--- src/rtl/alu_requester.sv ---
// alu_requester: initiator side of the ALU request/valid interface.
// Accepts one tagged command at a time on a ready/valid port, issues it to the
// ALU as a single-cycle request, waits for the ALU valid pulse (with a timeout
// guard) and returns the result plus tag on a ready/valid response port.
//
// Ports:
//   clk, reset                    clock, synchronous active-high reset
//   cmd_valid/cmd_ready           upstream command handshake
//   cmd_a, cmd_b, cmd_op, cmd_tag command payload (op: 0 add, 1 sub, 2 and, 3 or)
//   alu_request                   one-cycle request pulse to the ALU
//   alu_operandA/B, alu_opcode    operands/opcode held stable through WAIT
//   alu_result, alu_valid         ALU return path (valid honoured only in WAIT)
//   rsp_valid/rsp_ready           downstream response handshake
//   rsp_result, rsp_tag, rsp_error response payload (error = ALU timeout)
//   done_count                    responses handed off since reset, wraps
module alu_requester #(
    parameter int unsigned WIDTH   = 8,
    parameter int unsigned TAG_W   = 4,
    parameter int unsigned TIMEOUT = 8,
    parameter int unsigned CNT_W   = 16
) (
    input  logic             clk,
    input  logic             reset,
    input  logic             cmd_valid,
    output logic             cmd_ready,
    input  logic [WIDTH-1:0] cmd_a,
    input  logic [WIDTH-1:0] cmd_b,
    input  logic [1:0]       cmd_op,
    input  logic [TAG_W-1:0] cmd_tag,
    output logic             alu_request,
    output logic [WIDTH-1:0] alu_operandA,
    output logic [WIDTH-1:0] alu_operandB,
    output logic [1:0]       alu_opcode,
    input  logic [WIDTH-1:0] alu_result,
    input  logic             alu_valid,
    output logic             rsp_valid,
    input  logic             rsp_ready,
    output logic [WIDTH-1:0] rsp_result,
    output logic [TAG_W-1:0] rsp_tag,
    output logic             rsp_error,
    output logic [CNT_W-1:0] done_count
);

    // Wait counter is wide enough for the largest legal TIMEOUT (255)
    localparam int unsigned WCNT_W = 8;

    typedef enum logic [1:0] {
        IDLE  = 2'd0,
        ISSUE = 2'd1,
        WAIT  = 2'd2,
        RESP  = 2'd3
    } state_t;

    state_t              state_q, state_d;
    logic                cmd_ready_q, cmd_ready_d;
    logic                alu_request_q, alu_request_d;
    logic [WIDTH-1:0]    opa_q, opa_d;
    logic [WIDTH-1:0]    opb_q, opb_d;
    logic [1:0]          op_q, op_d;
    logic [TAG_W-1:0]    tag_q, tag_d;
    logic [WCNT_W-1:0]   wait_cnt_q, wait_cnt_d;
    logic [WCNT_W-1:0]   wait_cnt_inc;
    logic                rsp_valid_q, rsp_valid_d;
    logic [WIDTH-1:0]    rsp_result_q, rsp_result_d;
    logic                rsp_error_q, rsp_error_d;
    logic [CNT_W-1:0]    done_cnt_q, done_cnt_d;

    // State and output registers
    always_ff @(posedge clk) begin
        if (reset) begin
            state_q       <= IDLE;
            cmd_ready_q   <= 1'b1;
            alu_request_q <= 1'b0;
            opa_q         <= '0;
            opb_q         <= '0;
            op_q          <= '0;
            tag_q         <= '0;
            wait_cnt_q    <= '0;
            rsp_valid_q   <= 1'b0;
            rsp_result_q  <= '0;
            rsp_error_q   <= 1'b0;
            done_cnt_q    <= '0;
        end else begin
            state_q       <= state_d;
            cmd_ready_q   <= cmd_ready_d;
            alu_request_q <= alu_request_d;
            opa_q         <= opa_d;
            opb_q         <= opb_d;
            op_q          <= op_d;
            tag_q         <= tag_d;
            wait_cnt_q    <= wait_cnt_d;
            rsp_valid_q   <= rsp_valid_d;
            rsp_result_q  <= rsp_result_d;
            rsp_error_q   <= rsp_error_d;
            done_cnt_q    <= done_cnt_d;
        end
    end

    assign wait_cnt_inc = wait_cnt_q + WCNT_W'(1);

    // Next-state and next-output logic
    always_comb begin
        state_d      = state_q;
        opa_d        = opa_q;
        opb_d        = opb_q;
        op_d         = op_q;
        tag_d        = tag_q;
        wait_cnt_d   = wait_cnt_q;
        rsp_result_d = rsp_result_q;
        rsp_error_d  = rsp_error_q;
        done_cnt_d   = done_cnt_q;

        case (state_q)
            IDLE: begin
                if (cmd_valid && cmd_ready_q) begin
                    opa_d   = cmd_a;
                    opb_d   = cmd_b;
                    op_d    = cmd_op;
                    tag_d   = cmd_tag;
                    state_d = ISSUE;
                end
            end
            ISSUE: begin
                wait_cnt_d = '0;
                state_d    = WAIT;
            end
            WAIT: begin
                wait_cnt_d = wait_cnt_inc;
                // A valid arriving on the timeout cycle still counts as success
                if (alu_valid) begin
                    rsp_result_d = alu_result;
                    rsp_error_d  = 1'b0;
                    state_d      = RESP;
                end else if (wait_cnt_inc == WCNT_W'(TIMEOUT)) begin
                    rsp_result_d = '0;
                    rsp_error_d  = 1'b1;
                    state_d      = RESP;
                end
            end
            RESP: begin
                if (rsp_ready) begin
                    done_cnt_d = done_cnt_q + CNT_W'(1);
                    state_d    = IDLE;
                end
            end
            default: state_d = IDLE;
        endcase

        // Handshake/request outputs are registered copies of the next state
        cmd_ready_d   = (state_d == IDLE);
        alu_request_d = (state_d == ISSUE);
        rsp_valid_d   = (state_d == RESP);
    end

    assign cmd_ready    = cmd_ready_q;
    assign alu_request  = alu_request_q;
    assign alu_operandA = opa_q;
    assign alu_operandB = opb_q;
    assign alu_opcode   = op_q;
    assign rsp_valid    = rsp_valid_q;
    assign rsp_result   = rsp_result_q;
    assign rsp_tag      = tag_q;
    assign rsp_error    = rsp_error_q;
    assign done_count   = done_cnt_q;

endmodule

--- config.mk ---
export PLATFORM = sky130hd
export DESIGN_NAME = alu_requester
export DESIGN_NICKNAME = d
export VERILOG_FILES = /design/src/rtl/alu_requester.sv
export SDC_FILE = /design/constraint.sdc
export NUM_CORES = 1
export LEC_CHECK = 0
export ABC_CLOCK_PERIOD_IN_PS = 3120
export BUFFER_PORTS_ARGS = -buffer_cell sky130_fd_sc_hd__buf_4
export CAP_MARGIN = 0
export CORE_AREA = 3 3 86 88
export DETAILED_ROUTE_END_ITERATION = 10
export DIE_AREA = 0 0 89 91
export PLACE_DENSITY = 0.64
export SLEW_MARGIN = 15
export SYNTH_ARGS = -nofsm -noshare
export SYNTH_HDL_FRONTEND = slang
export SYNTH_SLANG_ARGS = --single-unit
--- constraint.sdc ---
create_clock -name clk -period 3.12 [get_ports clk]
set_input_delay 0.156 -clock clk [delete_from_list [all_inputs] [get_ports clk]]
set_output_delay 0.156 -clock clk [all_outputs]
set_load 0.01 [all_outputs]
==> results_dict.tcl <==
set metrics [dict create \
    grt_overflow_total 0 \
    synth_commonest_cells "nand2_1, dfxtp_1, a21oi_1, nor2_1, o21ai_0" \
    synth_area_mm2 0.00268 \
    rsz0062_at_grt "false" \
    cts_sinks 60 \
    cts_hold_buf 0 \
    slew_violations 0 \
    worstPathRequired_ps 3380 \
    io_pins 85 \
    synthAdderAreaFrac 0.0374 \
    max-cap-violations 0 \
    nFillCells 640 \
    num_rows 30 \
    wl_per_cell_um 13.2 \
    reg2reg_slack_ps 1160 \
    cts_tree "built" \
    slowest_delay_ps 510 \
    synth-edff-count 0 \
    cp-end-kind "flop" \
    hpwl_um 4460 \
    die_area_mm2 0.00810 \
    multi_input_area_mm2 0.00138 \
    worst_pin_slew_ps 826 \
    start_util 0.399 \
    cts.clk_slew.worst_paths_ps 70 \
    p_per_area_mw_per_mm2 609 \
    crit_type "flop to flop" \
    yosysUniqueCellTypes 49 \
    syn_inst 322 \
    skew_ps 7.08 \
    critPathLaunchType "flop" \
    grt_pass1_wl_um 10200 \
    yosysTopAreaCellShare 0.449 \
    status "finished clean" \
    grt_pass1_vias 2314 \
    syn-num-nets 365 \
    yosysMostFrequentCell "nand2_1" \
    grtUsageTotal 0.156 \
    drt-pass1-iter-count 5 \
    place.gp.congestion 0.816 \
    drc 0 \
    finalSetupTns_ps 0 \
    timing.fmax_mhz 511 \
    finalCritPeriodShare 0.627 \
    h-tree-depth 3 \
    area_delta_synth_final_pct 33.5 \
    synthXorXnorAreaFrac 0.0425 \
    wl_um 6420 \
    synth_top_flop_cell "dfxtp_1" \
    peakVddDrop_v 0.000442 \
    cp.arrival_ps 2220 \
    slew_headroom 0.448 \
    ant_nets 0 \
    drive_gt1_frac 0.273 \
    yosys-mux-area-fraction 0.0112 \
    yosys.area_share.simple 0.255 \
    cts_root_buf "clkbuf_8" \
    dieHeight_um 91 \
    io_buffers 84 \
    instances_no_fill 487 \
    antenna_found_initial 0 \
    cts_buffers 9 \
    drtIter0Drc 86 \
    synth_top_family_by_area "simple AND/OR/NAND/NOR gates" \
    synthArstFlopShare 0 \
    setup_viol 0 \
    seq_area_mm2 0.00120 \
    synth_compound_area_frac 0.170 \
    synth-seq-cells 60 \
    yosysSeqAreaShare 0.449 \
    yosys.area.top_type "dfxtp_1" \
    crit_chain "ha_1 -> nand4_2 -> or3_4 -> or4_1 -> a21oi_1" \
    cp_slowest_cell "or4_1" \
    min_period_ps 1960 \
    core_area_mm2 0.00672 \
    nNetsFinal 445 \
    dpl.cell_count 471 \
    p_leak_nw 1.47 \
    cts.path.max_buffers 2 \
    grt_max_degree 51 \
    min_path_type "input port to flop" \
    postSynthAreaPerCell_um2 8.32 \
    routed-via-count 2469 \
    fin_util 0.532 \
    clock_latency_ps 320 \
    cts.repair.resized 0 \
    die_w_um 89 \
    hold_viol 0 \
    vias_per_cell 5.07 \
    cp_max_fo 6 \
    synth_warnings 0 \
    ys_top_cells_by_area "dfxtp_1, nand2_1, a21oi_1" \
    cts_setup_buffers 0 \
    diodes 0 \
]
path summary, 6_finish.rpt:
path,end,cells past startpoint,from
max,done_count[15]$_SDFFE_PP0P_,5,state_q[1]$_SDFF_PP0_
min,rsp_result[3]$_SDFFE_PP0P_,3,alu_result[3]
min reg2reg,alu_opcode[0]$_SDFFE_PP0P_,2,alu_opcode[0]$_SDFFE_PP0P_
max reg2reg,done_count[15]$_SDFFE_PP0P_,5,state_q[1]$_SDFF_PP0_
cell families (layout without fill, tap and decap cells):
group,count (synthesis),in the layout
buf+inv,24,109
simple gates,141,141
compound gates,73,73
fa+ha+maj,8,8
mux,3,3
xor+xnor,13,13
flops,60,60
critical path, delay by kind of cell (launching register included):
kind	cells	cell delay [ps]
AND/OR/NAND/NOR	3	1110
adder cells (fa/ha/maj)	1	250
AO/OA/AOI/OAI	1	140
flip-flops	1	390
cells in the final DEF (no fill, tap or decap), drive strengths merged, types with 6 or more instances in the layout:
cell type   n
nand3       8
nor2       25
a32oi       8
buf        85
inv         9
and2       10
ha          8
nand4       6
dfxtp      60
xnor2      10
clkbuf     10
o21ai      14
a21oi      35
nand2      67
layout make-up:
| class | instances | area share |
|---|---|---|
| inverter | 8 | 0.00840 |
| timing repair buffer | 85 | 0.179 |
| clock inverter | 6 | 0.0242 |
| clock buffer | 10 | 0.0385 |
| multi-input combinational | 238 | 0.386 |
| tap | 80 | 0.0280 |
| sequential | 60 | 0.336 |
through the flow:
step	worst slack (ps)	power, mW	cell area, µm²	hold WS [ps]
6_report	1160	2.18	3570	34.5
5_1_grt	1030	2.30	3570	36.4
2_1_floorplan	1300	1.21	2680	239
4_1_cts	1160	2.21	3570	22.1
3_3_place_gp	1220	1.42	3350	362
3_5_place_dp	1180	1.42	3350	369
routing by layer:
metal | up-vias | wire [µm] | GRT usage
met4 | 0 | 54 | 0.0658
met3 | 5 | 467 | 0.0372
met1 | 1117 | 2990 | 0.198
met5 | - | 0 | 0
met2 | 69 | 2910 | 0.249
li1 | 1278 | - | -
power by group:
group / internal [mW] / leakage, nW / switching, mW
clock network: 0.471 / 0.113 / 0.301
registers: 0.848 / 0.487 / 0.0472
logic: 0.219 / 0.869 / 0.292
total: 1.54 / 1.47 / 0.641
state kept, by name (all words and copies together), names as in the netlist:
| signal | count |
|---|---|
| cmd_ready | 1 |
| done_count | 16 |
| alu_operandA | 8 |
| rsp_error | 1 |
| alu_opcode | 2 |
| rsp_tag | 4 |
| wait_cnt_q | 8 |
| rsp_valid | 1 |
| state_q | 2 |
| alu_request | 1 |
| alu_operandB | 8 |
| rsp_result | 8 |
Note: power is estimated with default switching activity, not from simulation.
